<file path="src/rtl/clk_div_pkg.sv">
// Shared types and helpers for the run-time clock divider controller.
package clk_div_pkg;

    typedef enum logic [1:0] {
        IDLE     = 2'd0,
        RUN      = 2'd1,
        STOPPING = 2'd2
    } state_t;

    localparam int DIV_MIN = 2;

    // Last count value of the low phase for a ratio n.
    function automatic logic [31:0] half(input logic [31:0] n);
        return (n - 32'd1) >> 1;
    endfunction

endpackage

</file>
<file path="src/rtl/clk_div_cnt.sv">
// Period counter: counts 0..div-1 and reports the wrap and high-phase decodes.
module clk_div_cnt
    import clk_div_pkg::*;
#(
    parameter int CNT_W = 8
) (
    input  logic             clk_in,
    input  logic             rst_n,
    input  logic             clr,
    input  logic [CNT_W-1:0] div,
    output logic [CNT_W-1:0] count,
    output logic             wrap,
    output logic             hi
);

    logic [CNT_W-1:0] count_reg;
    logic [CNT_W-1:0] half_n;

    assign half_n = CNT_W'(half(32'(div)));
    // >= keeps the counter bounded even if the ratio ever shrinks mid-period.
    assign wrap   = (count_reg >= (div - 1'b1));
    assign hi     = (count_reg > half_n);
    assign count  = count_reg;

    always_ff @(posedge clk_in or negedge rst_n) begin
        if (!rst_n) begin
            count_reg <= '0;
        end else if (clr || wrap) begin
            count_reg <= '0;
        end else begin
            count_reg <= count_reg + 1'b1;
        end
    end

endmodule

</file>
<file path="src/rtl/clk_div_ctrl.sv">
// Divided clock / period strobe generator with glitch-free ratio change, start and stop.
module clk_div_ctrl
    import clk_div_pkg::*;
#(
    parameter int CNT_W   = 8,
    parameter int DEF_DIV = 5
) (
    input  logic             clk_in,
    input  logic             rst_n,
    input  logic             en,
    input  logic [CNT_W-1:0] div_in,
    input  logic             div_req,
    output logic             div_ack,
    output logic             clk_out,
    output logic             tick,
    output logic             busy
);

    state_t           state_reg, state_next;
    logic [CNT_W-1:0] div_cur_reg;
    logic [CNT_W-1:0] div_pend_reg;
    logic             pend_vld_reg;
    logic             div_ack_reg;
    logic             clk_out_reg;
    logic             tick_reg;

    logic [CNT_W-1:0] count;
    logic             wrap;
    logic             hi;
    logic             idle;
    logic             capture;
    logic             apply_pend;
    logic [CNT_W-1:0] div_clamped;

    clk_div_cnt #(
        .CNT_W (CNT_W)
    ) u_cnt (
        .clk_in (clk_in),
        .rst_n  (rst_n),
        .clr    (idle),
        .div    (div_cur_reg),
        .count  (count),
        .wrap   (wrap),
        .hi     (hi)
    );

    assign idle        = (state_reg == IDLE);
    assign div_clamped = (div_in < CNT_W'(DIV_MIN)) ? CNT_W'(DIV_MIN) : div_in;
    assign capture     = div_req && !pend_vld_reg && !div_ack_reg;
    // A change captured on the final stopping wrap lands in IDLE and is applied there.
    assign apply_pend  = pend_vld_reg && (idle || wrap);

    always_comb begin
        state_next = state_reg;
        case (state_reg)
            IDLE:     if (en) state_next = RUN;
            RUN:      if (!en) state_next = STOPPING;
            STOPPING: begin
                if (en)        state_next = RUN;
                else if (wrap) state_next = IDLE;
            end
            default:  state_next = IDLE;
        endcase
    end

    always_ff @(posedge clk_in or negedge rst_n) begin
        if (!rst_n) begin
            state_reg    <= IDLE;
            div_cur_reg  <= CNT_W'(DEF_DIV);
            div_pend_reg <= '0;
            pend_vld_reg <= 1'b0;
            div_ack_reg  <= 1'b0;
            clk_out_reg  <= 1'b0;
            tick_reg     <= 1'b0;
        end else begin
            state_reg   <= state_next;
            div_ack_reg <= (capture && idle) || apply_pend;
            clk_out_reg <= !idle && hi;
            tick_reg    <= !idle && wrap;

            if (apply_pend) begin
                div_cur_reg  <= div_pend_reg;
                pend_vld_reg <= 1'b0;
            end else if (capture && idle) begin
                div_cur_reg <= div_clamped;
            end else if (capture) begin
                div_pend_reg <= div_clamped;
                pend_vld_reg <= 1'b1;
            end
        end
    end

    assign div_ack = div_ack_reg;
    assign clk_out = clk_out_reg;
    assign tick    = tick_reg;
    assign busy    = !idle || pend_vld_reg;

endmodule

</file>
<file path="config.mk">
export PLATFORM = sky130hd
export DESIGN_NAME = clk_div_ctrl
export DESIGN_NICKNAME = d
export VERILOG_FILES = /design/src/rtl/clk_div_pkg.sv /design/src/rtl/clk_div_cnt.sv /design/src/rtl/clk_div_ctrl.sv
export SDC_FILE = /design/constraint.sdc
export NUM_CORES = 1
export LEC_CHECK = 0
export CORE_UTILIZATION = 52
export CTS_CLUSTER_SIZE = 25
export DETAILED_ROUTE_END_ITERATION = 8
export GPL_TIMING_DRIVEN = 0
export PLACE_DENSITY = 0.73
export SLEW_MARGIN = 5
export SYNTH_ARGS = -nofsm -noshare
export SYNTH_HDL_FRONTEND = slang
export SYNTH_SLANG_ARGS = --single-unit
export TNS_END_PERCENT = 20
</file>
<file path="constraint.sdc">
create_clock -name clk_in -period 4 [get_ports clk_in]
set_clock_uncertainty 0.05 [all_clocks]
set_input_delay 1.2 -clock clk_in [delete_from_list [all_inputs] [get_ports clk_in]]
set_output_delay 1.2 -clock clk_in [all_outputs]
set_load 0.01 [all_outputs]
</file>
==> flow_summary.yaml, run 1 <==
clocking:
  cts_sinks: 30
  cts_hold_buf: 0
  clockBufferDepth: 2
  h-tree-depth: 2
  postCtsResizedCells: 0
  post_cts_buffers: 0
  root_buffer: "clkbuf_4"
  clk_latency_ps: 350
  cts_tree: "yes"
  path_clk_slew_ps: 100
  numCtsBuffers: 5
critical_path:
  crit_type: "reg2reg"
  r2r_start: "div_cur_reg[0]"
  reg2reg_slack_ps: 700
  r2r_cells: 11
  cp.arrival_ps: 3490
  cp_slowest_cell: "dfstp_2"
  regToRegEndpoint: "div_cur_reg[5]"
  max_stage_delay_ps: 570
  critPathCaptureType: "flop"
  critPathMaxFanout: 10
  worstSetupStartpointType: "flop"
  crit_path_cell_trace: "inv_1 > ha_1 > xnor2_1 > ha_1 > a2111oi_0 > o21bai_1 > maj3_2 > maj3_2 > o22a_4 > buf_6 > a22o_1"
  crit_required_ps: 4190
place:
  dp_hpwl_um: 2600
  place.gp.congestion: 0.811
  port-buffer-count: 15
power_and_ir_drop:
  powerDensity_mw_per_mm2: 711
  clock_power_share_pct: 14.0
  p_sw_uw: 584
  ir_drop_mv: 0.428
  power_leakage_nw: 0.901
  seqPwrFrac_pct: 34.3
  pwr-share-comb_pct: 51.7
  intPower_uw: 857
  power_mw: 1.44
  sw_frac_of_total_pct: 40.5
drt:
  drt-pass1-iter-count: 4
  drc: 0
  drt-total-wl_um: 3430
  via_per_inst: 5.72
  drt-initial-drc-count: 73
  vias: 1361
  wl_per_cell_um: 14.4
  ant_nets: 0
sta:
  fmax_mhz: 303
  setup_tns_ps: 0
  hold_viol: 0
  tightest_slew_ps: 660
  finalCritPeriodShare_pct: 82.4
  final_max_slew_viol_count: 0
  setup_violations: 0
  post-route-min-period_ps: 3300
  max-slew-margin-rel_pct: 55.8
  rsz0062_at_grt: "no"
final_layout:
  drive_above_1_share_pct: 12.4
  area_delta_synth_final_pct: 15.0
  fillers: 263
  nets: 217
  antenna_cells: 0
die:
  die_h_um: 60.2
  die_area_mm2: 0.00363
  dieWidth_um: 60.2
  ios: 16
  initial_core_util_pct: 56.4
  row_count: 20
  coreArea_mm2: 0.00313
min_path:
  hold-path-cell-count: 2
  hold-path-endpoint: "div_pend_reg[0]"
  min_from: "div_pend_reg[0]"
  worst_hold_path_type: "reg2reg"
logic_synthesis:
  syn-cell-area_mm2: 0.00176
  synth.distinct_cells: 42
  yosys_warnings: 0
  synth_cells: 171
  avgSynthCellArea_um2: 10.3
  syn_nets: 195
  synth.ff_latch_count: 30
  ys_seq_area_share_pct: 42.7
flow_run:
  cap_violations: 0
grt:
  antenna_found_initial: 0
  grt_pass1_vias: 1353
  overflow: 0
  grt_max_degree: 31
  grt_util_all_layers_pct: 22.5
  grt_pass1_wl_um: 5800
run_status:
  outcome: "finished clean"
## synthesized netlist by cell type, drive strengths merged
cell     number  area [um2]
a211oi        1        7.51
buf           3        18.8
or3           1        6.26
a21boi        1        7.51
inv           7        26.3
a2111o        1        11.3
nand2b        2        12.5
maj3          4        42.5
nor2         15        56.3
o21a          2        15.0
or2           1        6.26
nor4          2        12.5
xor2          5        43.8
clkbuf        3        11.3
and3          4        25.0
nand3         5        25.0
dfrtp        28         701
o21ai        11        55.1
a21oi         3        15.0
ha           12         150
o22a          1        17.5
a221oi        1        8.76
a2111oi       1        8.76
nor3          3        15.0
nand2        11        41.3
a22o         14         123
mux2          6        67.6
nor4b         1        8.76
a21o          1        7.51
nor2b         3        18.8
and4          1        8.76
xnor2         9        78.8
or4           1        7.51
dfstp         2        52.6
and2          2        15.0
a31oi         2        27.5
o21bai        1        7.51
## power by group through the flow
stage	logic (mW)	clock network, mW	registers (mW)
2_1_floorplan	0.571	0	0.482
3_3_place_gp	0.708	0	0.493
3_5_place_dp	0.747	0	0.500
4_1_cts	0.750	0.205	0.494
5_1_grt	0.838	0.221	0.508
6_report	0.745	0.201	0.495
## worst max-delay path by stage
| stage | slack (ps) | to | startpoint |
|---|---|---|---|
| final | 700 | div_cur_reg[5] | div_cur_reg[0] |
| after global routing | 470 | div_cur_reg[5] | div_cur_reg[0] |
| after CTS | 660 | div_cur_reg[5] | div_cur_reg[0] |
| after detailed placement | 680 | div_cur_reg[5] | div_cur_reg[0] |
| after global placement | 780 | div_cur_reg[5] | div_cur_reg[0] |
| after floorplan | 990 | div_cur_reg[5] | div_cur_reg[0] |
## final cells by class
cell class	instances	area, um2	share of cell area, %
plain buffers	6	30.0	1.48
multi-input cells	128	953	47.0
clock buffers	6	51.3	2.53
well taps	44	55.1	2.72
flip-flops and latches	30	753	37.2
repair buffers	15	145	7.16
clock inverters	2	12.5	0.617
inverters	7	26.3	1.30
## metrics by stage
step | area [um2] | instances | hold WS, ps | worst slack (ps) | util [%]
after floorplan | 1760 | 171 | 392 | 995 | -
after global placement | 1970 | 230 | 415 | 775 | 62.9
after detailed placement | 1970 | 230 | 440 | 682 | 62.9
after CTS | 2030 | 238 | 465 | 665 | 65.0
after global routing | 2030 | 238 | 477 | 466 | 64.8
final | 2030 | 238 | 456 | 703 | 64.8
## worst max-delay path: cells and delay by family, from the launching register on
family,cells,cell delay [ps]
compound gates,4,1010
xor+xnor,1,180
fa+ha+maj,4,1160
buf+inv,2,230
flops,1,570
## layout by cell type, fill, tap and decap left out, types with 4 or more instances in the layout
cell type,netlist,final
xnor2_1,9,9
nor2_1,15,15
ha_1,12,12
dfrtp_1,28,28
inv_1,7,7
a22o_1,14,14
nand2_1,11,11
clkbuf_4,0,5
o21ai_0,10,10
and3_1,4,4
xor2_1,5,5
clkdlybuf4s50_1,0,14
mux2_2,6,6
nand3_1,5,5
## logic make-up after synthesis
kind of cell             after synthesis  synth area share (%)
XOR/XNOR                              14                  6.96
AO/OA/AOI/OAI                         40                  17.7
AND/OR/NAND/NOR                       52                  14.7
multiplexers                           6                  3.83
adder cells (fa/ha/maj)               16                  10.9
flip-flops                            30                  42.7
buffers and inverters                 13                  3.19
## per-layer routing
layer  part of all wire, %  track usage, %
met5                     0               0
met4                   1.9            11.3
met1                    44            25.7
met3                   3.1            5.84
met2                    51            38.5
Power figures use the tool's default switching activity.
==> run 2: changes to the inputs <==
--- a/config.mk
+++ b/config.mk
@@ -5,11 +5,11 @@
 export SDC_FILE = /design/constraint.sdc
 export NUM_CORES = 1
 export LEC_CHECK = 0
-export CORE_UTILIZATION = 52
+export CORE_UTILIZATION = 51
 export CTS_CLUSTER_SIZE = 25
 export DETAILED_ROUTE_END_ITERATION = 8
 export GPL_TIMING_DRIVEN = 0
-export PLACE_DENSITY = 0.73
+export PLACE_DENSITY = 0.75
 export SLEW_MARGIN = 5
 export SYNTH_ARGS = -nofsm -noshare
 export SYNTH_HDL_FRONTEND = slang
==> constraint.sdc (replaced) <==
create_clock -name clk_in -period 2.68 [get_ports clk_in]
set_clock_uncertainty 0.05 [all_clocks]
set_input_delay 0.804 -clock clk_in [delete_from_list [all_inputs] [get_ports clk_in]]
set_output_delay 0.804 -clock clk_in [all_outputs]
set_load 0.01 [all_outputs]
==> flow_summary.yaml, run 2 (synthesis gave the netlist of run 1 again) <==
final_layout:
  fillers: 263
  final_common_cell: "dfrtp_1"
  drive_above_1_share_pct: 20.2
  seq_area_um2: 753
  area_delta_synth_final_pct: 26.1
  nets: 226
  multi_input_comb_area_mm2: 0.00106
  final_cell_mix: "dfrtp_1 (28), nor2_1 (14), a22o_1 (14), clkdlybuf4s50_1 (14), nand2_1 (11)"
  antenna_cells: 0
sta:
  setup_tns_ps: -3900
  tightest_slew_ps: 651
  rsz0062_at_grt: "yes"
  whs_ps: 430
  fmax_mhz: 337
  hold_viol: 0
  post-route-min-period_ps: 2970
  worst_slack_ps: -286
  setup_violations: 21
  final_max_slew_viol_count: 0
  finalCritPeriodShare_pct: 111
  max-slew-margin-rel_pct: 56.6
critical_path:
  critPathMaxFanout: 10
  critPathCaptureType: "flop"
  r2r_cells: 10
  worstSetupStartpointType: "flop"
  cp.arrival_ps: 3150
  crit_required_ps: 2860
  crit_type: "reg2reg"
power_and_ir_drop:
  ir_drop_mv: 0.566
  power_leakage_nw: 0.973
  powerDensity_mw_per_mm2: 1160
  seqPwrFrac_pct: 29.0
  sw_frac_of_total_pct: 38.9
  p_sw_mw: 1.01
  clock_power_share_pct: 14.8
  intPower_mw: 1.58
  pwr-share-comb_pct: 56.2
place:
  pre_cts_ws_ps: -451
  place.gp.congestion: 0.799
  dp_hpwl_um: 2730
  port-buffer-count: 15
grt:
  antenna_found_initial: 0
  grt_pass1_wl_um: 6950
  overflow: 0
  grt_util_all_layers_pct: 26.3
  grt_max_degree: 31
  grt_pass1_vias: 1509
die:
  coreArea_mm2: 0.00315
  die_h_um: 60.8
  initial_core_util_pct: 55.9
  dieWidth_um: 60.8
  row_count: 20
  ios: 16
  die_area_mm2: 0.00370
clocking:
  root_buffer: "clkbuf_4"
  numCtsBuffers: 5
  clockBufferDepth: 2
  clk_latency_ps: 340
  cts_sinks: 30
  path_clk_slew_ps: 100
  cts_hold_buf: 0
  h-tree-depth: 2
  cts_tree: "yes"
drt:
  drt-pass1-iter-count: 4
  vias: 1413
  ant_nets: 0
  met2_length_um: 2120
  top_layer: "met4"
  via_per_inst: 5.72
  met1Wirelength_um: 1610
  drt-total-wl_um: 3960
  wl_met3_um: 167
  drc: 0
  wl_per_cell_um: 16.0
  drt-initial-drc-count: 128
run_status:
  outcome: "finished, violations left"
  failed_checks: "setup timing"
flow_run:
  cap_violations: 0
min_path:
  worst_hold_path_type: "in2async"
[run 2: final cells by class]
type | instances | area share [%]
sequential | 30 | 33.9
clock inverter | 1 | 1.35
multi-input combinational | 129 | 47.6
buffer | 6 | 1.52
clock buffer | 7 | 2.48
timing repair buffer | 23 | 9.57
tap | 44 | 2.48
inverter | 7 | 1.18
[run 2: final timing paths]
path | from | endpoint | slack (ps)
min | rst_n | state_reg[1] | 430
max in group asynchronous | rst_n | div_cur_reg[1] | 1730
min reg2reg | u_cnt.count[0] | u_cnt.count[0] | 430
min in group clk_in | u_cnt.count[0] | u_cnt.count[0] | 430
max reg2reg | div_cur_reg[0] | div_cur_reg[5] | -290
max | div_cur_reg[0] | div_cur_reg[5] | -290
[run 2: metrics by stage]
stage          utilization, %  total power, mW  instance area (um2)  cells
2_1_floorplan               -             1.63                 1790    171
3_3_place_gp             63.3             1.85                 1990    230
3_5_place_dp             63.3             1.94                 1990    230
4_1_cts                  69.0             2.48                 2180    245
5_1_grt                  70.5             2.81                 2220    247
6_report                 70.5             2.59                 2220    247
[run 2: worst max-delay path, cell delays in order, from the launching register on]
cell and delay, ps:
dfstp_2 570, inv_2 60, ha_4 210, ha_1 310
a2111oi_4 290, o21bai_1 140, maj3_2 300, maj3_2 350
o22a_4 250, buf_8 150, a22o_1 180
[run 2: routing by layer]
metal / global-route usage, % / vias up
met4: 10.7 / 0
met3: 8.10 / 7
li1: - / 677
met2: 44.6 / 30
met1: 31.0 / 699
met5: 0 / -
[run 2: power groups by stage]
stage	combinational (mW)	sequential [mW]	clock (mW)
final	1.45	0.750	0.383
after floorplan	0.912	0.722	0
after global routing	1.62	0.771	0.415
after global placement	1.11	0.737	0
after CTS	1.35	0.746	0.389
after detailed placement	1.19	0.750	0
[run 2: repair_timing]
item | CTS | global route
setup buffers | 6 | 2
gates resized for setup | 6 | 6
pin swaps | 11 | 3
cloned | 1 | 0
endpoints found under the setup margin | 22 | 21
